### config.mk
export PLATFORM = sky130hd
export DESIGN_NAME = ram_1r_1w
export DESIGN_NICKNAME = d
export VERILOG_FILES = /design/src/rtl/ram_pkg.sv /design/src/rtl/ram_1r_1w.sv
export SDC_FILE = /design/constraint.sdc
export NUM_CORES = 2
export LEC_CHECK = 0
export CAP_MARGIN = 25
export CORE_MARGIN = 3
export CORE_UTILIZATION = 35
export DETAILED_ROUTE_END_ITERATION = 8
export DONT_BUFFER_PORTS = 1
export PLACE_DENSITY_LB_ADDON = 0.3
export SLEW_MARGIN = 25
export SYNTH_ARGS = -nofsm -noshare
export SYNTH_HDL_FRONTEND = slang
export SYNTH_SLANG_ARGS = --single-unit
### constraint.sdc
create_clock -name aClock -period 4.7 [get_ports aClock]
set_input_delay 0.705 -clock aClock [delete_from_list [all_inputs] [get_ports aClock]]
set_output_delay 0.705 -clock aClock [all_outputs]
set_load 0.02 [all_outputs]
### src/rtl/ram_pkg.sv
// Shared helpers for the RAM primitives.
//
// safeAddrWidth(size) returns the address width needed to index `size`
// words, never less than one bit, so a port stays declarable even for
// degenerate sizes.
package ram_pkg;

  function automatic int safeAddrWidth(input int size);
    int w;
    w = $clog2(size);
    return (w < 1) ? 1 : w;
  endfunction

endpackage

### src/rtl/ram_1r_1w.sv
// ram_1r_1w: simple dual-port RAM, one synchronous write port and one
// synchronous registered read port on a single clock. The storage array is
// not reset (block-RAM friendly); only the read-data register is.
//
// Parameters:
//   DEPTH  data word width in bits
//   SIZE   number of words; address width AW = max(1, $clog2(SIZE))
//
// Ports:
//   aClock         clock, rising edge active
//   aReset         asynchronous active-high reset; clears anOutReadData
//   aReadAddress   read word index
//   anOutReadData  registered read data (1-cycle latency)
//   aReadEnable    read strobe; when low the output holds
//   aWriteAddress  write word index
//   aWriteData     write data
//   aWriteEnable   write strobe
//
// Build option:
//   RAM_1R_1W_WRITE_THROUGH_EN  when defined, a same-cycle read and write to
//   the same in-range address returns the new write data (write-first).
//   When undefined the read returns the old contents (read-first) and no
//   address-compare logic exists.
//
// Out-of-range addresses (only possible when SIZE is not a power of two):
// writes are dropped and reads load zero.
module ram_1r_1w
  import ram_pkg::*;
#(
  parameter int DEPTH = 64,
  parameter int SIZE  = 64,
  localparam int AW   = safeAddrWidth(SIZE)
) (
  input  logic             aClock,
  input  logic             aReset,
  input  logic [AW-1:0]    aReadAddress,
  output logic [DEPTH-1:0] anOutReadData,
  input  logic             aReadEnable,
  input  logic [AW-1:0]    aWriteAddress,
  input  logic [DEPTH-1:0] aWriteData,
  input  logic             aWriteEnable
);

  logic [DEPTH-1:0] mem [SIZE];
  logic [DEPTH-1:0] readData;
  logic [DEPTH-1:0] readValue;
  logic             readInRange;
  logic             writeInRange;

  // When SIZE fills the address space every address is valid, so no
  // comparator is built at all.
  if (SIZE == (1 << AW)) begin : gFullRange
    assign readInRange  = 1'b1;
    assign writeInRange = 1'b1;
  end else begin : gPartialRange
    localparam logic [AW:0] WORDS = (AW + 1)'(SIZE);
    assign readInRange  = ({1'b0, aReadAddress}  < WORDS);
    assign writeInRange = ({1'b0, aWriteAddress} < WORDS);
  end

  // Value presented to the read register this cycle.
  always_comb begin
    readValue = '0;
    if (readInRange) begin
      readValue = mem[aReadAddress];
`ifdef RAM_1R_1W_WRITE_THROUGH_EN
      // Write-first bypass on a same-address collision.
      if (aWriteEnable && writeInRange && (aWriteAddress == aReadAddress)) begin
        readValue = aWriteData;
      end
`endif
    end
  end

  // Storage array: no reset so it maps to block RAM. Writes are suppressed
  // while reset is held.
  always_ff @(posedge aClock) begin
    if (!aReset && aWriteEnable && writeInRange) begin
      mem[aWriteAddress] <= aWriteData;
    end
  end

  // Read register: cleared asynchronously, holds when the strobe is low.
  always_ff @(posedge aClock or posedge aReset) begin
    if (aReset) begin
      readData <= '0;
    end else if (aReadEnable) begin
      readData <= readValue;
    end
  end

  assign anOutReadData = readData;

endmodule

==> metrics <==
CP Launch Type input pin; CP Capture Type flip-flop; compound-gate portion of the synthesized area 0.04033; initial core utilization 0.3526; fraction of layout cells with a size suffix above 1 0.2124; hold crit path type in -> reg; r2r setup slk 2.51 ns; TritonCTS Buffers 422; Min Clock Period, post-route 4.015 ns; routed len/inst 32.78 µm; Vias/cell 5.566; Top Ports 144; leakage 0.05882 µW; CP max FO 158; Max Freq 249.1 MHz; synthesized instance count 7,501; RSZ-0062 raised after global routing false; Clock Latency Late Sink 0.96 ns; Fin Clk Skew 0.04152 ns; Final #Nets 7,946; R2R depth 4; full die area 461,800 µm²; Post-Synth XOR/XNOR Area 0; floorplan row count 246; CTS Buffer Depth 4; Clock Pin Slew Worst Setup and Hold Paths 0.06 ns; Max Cap Viol 0; Resized Gates After CTS 0; Hold Path Depth 1; post-route ant nets 0; total wire length 464,800 µm; final instance area 184,400 µm²; CORE AREA 450,300 µm²; Cell variety after synth 40; gpl congestion 0.7842; Clock Root Buffer clkbuf_16; placed cell area 168,500 µm²; fin crit share 0.8542; Synth Area per Inst 21.17 µm²; pwr/cell area 426.9 nW/µm²; mux share of post-synthesis cell area 0.1392; DRT iter0 DRCs 9,173; IR drop worst, VDD 0.3475 mV; first-pass GRT wire length 648,900 µm; Final Non-Filler Cells 14,180; status finished clean; Critical R2R Capture anOutReadData[10]; reg2reg start mem[8][10]; post-synthesis simple-gate area fraction 0.01946; critical path class in -> reg; Synth Cell Area 158,800 µm²; Setup-failing EPs final 0; WP data arrival 4.80 ns; gr usage total 0.1981; Worst slew margin 0.2754; largest family of logic cells by synthesized area multiplexers; initial antenna violation count 21; placed cell count 13,320; largest net degree at the start of global routing 652; total power 78,710 µW; Seq/Total Area, Yosys 0.7847; H-Tree Depth 5; post-synth net total 7,581; clock sinks 4,160; Post-CTS Setup Bufs 0; Area growth syn-to-layout 16.13%; DRC Markers 0; 1st-pass router iterations 6; final core occ 0.4095; min-delay src aWriteData[13]; Critical Path RT 5.48 ns; CTS tree built; cts hold-fix bufs 69; adder-cell share of the synthesized area 0; gr ovfl total 0; Die Span X 679.5 µm; Die Height 679.5 µm; worst-margin pin slew 1.087 ns; Yosys Warn Count 0; dpl hpwl 251,700 µm; #FFs+latches synth 4,160; end point of the worst hold path mem[63][13]; routed vias 78,930; Final Hold Fails 0; vias in the first global route 80,400; IO buf count 0; worst hold margin 0.09957 ns; max-slew violations 0
worst max-delay path: stages:
cell and delay, ns:
buf_16 0.37, buf_16 0.66, buf_16 0.66, nand4b_1 0.60, buf_6 0.34, buf_4 0.18, o22ai_1 0.24, nor4_2 0.09
o211ai_1 0.09, o22ai_1 0.23, o41ai_1 0.19
report_power, final:
| part | switching [µW] | internal, µW | leakage, µW |
|---|---|---|---|
| combinational | 2220 | 1370 | 0.0144 |
| sequential | 497 | 41000 | 0.0376 |
| clock | 14100 | 19500 | 0.00680 |
| total | 16800 | 61900 | 0.0588 |
synth_stat cells:
cell / count / area [µm²]
o41ai_1: 64 / 560.5
or4b_1: 1 / 10.01
o21ai_0: 128 / 640.6
nand4b_1: 3 / 26.28
buf_4: 74 / 555.5
a22oi_1: 128 / 960.9
a221oi_1: 128 / 1121
a211oi_1: 128 / 960.9
buf_8: 2 / 30.03
or3b_2: 2 / 17.52
nand2b_1: 1 / 6.260
nor2_2: 1 / 6.260
dfrtp_1: 64 / 1602
edfxtp_1: 4096 / 123000
o22ai_1: 225 / 1408
o22a_1: 31 / 271.5
or2_2: 1 / 6.260
nand4_1: 33 / 206.5
buf_1: 8 / 30.03
nand2_1: 39 / 146.4
nand4bb_1: 3 / 33.78
and3_1: 65 / 406.6
nor4_2: 22 / 275.3
nor3_1: 33 / 165.2
nor2b_1: 166 / 1039
buf_6: 40 / 450.4
o211ai_1: 64 / 480.5
nand3_1: 3 / 15.01
and2_1: 2 / 12.51
nand4_2: 1 / 12.51
clkbuf_1: 189 / 709.4
nor3b_1: 1 / 7.510
mux2i_1: 768 / 7687
buf_2: 137 / 685.7
mux4_2: 640 / 14410
nor4_1: 9 / 56.30
nand3b_1: 3 / 22.52
inv_1: 34 / 127.6
or3_1: 1 / 6.260
nor2_1: 163 / 611.8
flip-flops by register name, summed over array words and instances (netlist names):
register / count
anOutReadData: 64
mem: 4096
stage by stage:
stage	worst slack (ns)	setup TNS, ns
floorplan	-0.2330	-320.75
global placement	0.8344	0
detailed placement	1.025	0
CTS	1.734	0
global route	0.5938	0
finish	0.6852	0
logic make-up (layout without fill, tap and decap cells):
kind of cell / after synthesis / in the layout
simple gates: 553 / 553
other cells: 0 / 8
compound gates: 896 / 896
buf+inv: 484 / 1204
mux: 1408 / 1408
flops: 4160 / 4160
worst max path at each step:
| stage | start | end | slack (ns) |
|---|---|---|---|
| final | aReadAddress[4] | anOutReadData[13] | 0.69 |
| after global routing | aReadAddress[4] | anOutReadData[13] | 0.59 |
| after floorplan | aReset | mem[23][0] | -0.23 |
| after global placement | aReadAddress[4] | anOutReadData[36] | 0.83 |
| after CTS | aReset | mem[25][32] | 1.73 |
| after detailed placement | aReadAddress[2] | anOutReadData[27] | 1.02 |
cell type report:
| type | instances | area [µm²] |
|---|---|---|
| Multi-Input combinational cell | 2857 | 32210 |
| Fill cell | 39080 | 265900 |
| Clock buffer | 532 | 11280 |
| Sequential cell | 4160 | 124600 |
| Tap cell | 5952 | 7447 |
| Timing Repair Buffer | 391 | 6080 |
| Antenna cell | 8 | 20.02 |
| Inverter | 34 | 130.1 |
| Clock inverter | 247 | 2623 |
layer usage:
metal	track usage	part of all wire
met1	0.2597	0.40
met2	0.3378	0.50
met3	0.03358	0.070
met4	0.05932	0.033
met5	0	0
cell usage in the layout, fill, tap and decap left out, types with 78 or more instances in the layout:
master / synthesis / final
o21ai_0: 128 / 128
clkinv_1: 0 / 78
a221oi_1: 128 / 128
buf_4: 74 / 177
nor2_1: 163 / 99
clkinv_2: 0 / 86
a22oi_1: 128 / 128
mux4_2: 640 / 640
clkbuf_1: 189 / 87
nor2b_1: 166 / 161
buf_12: 0 / 138
edfxtp_1: 4096 / 4096
a211oi_1: 128 / 127
o22ai_1: 225 / 225
clkbuf_16: 0 / 429
mux2i_1: 768 / 768
Power figures use the tool's default switching activity.
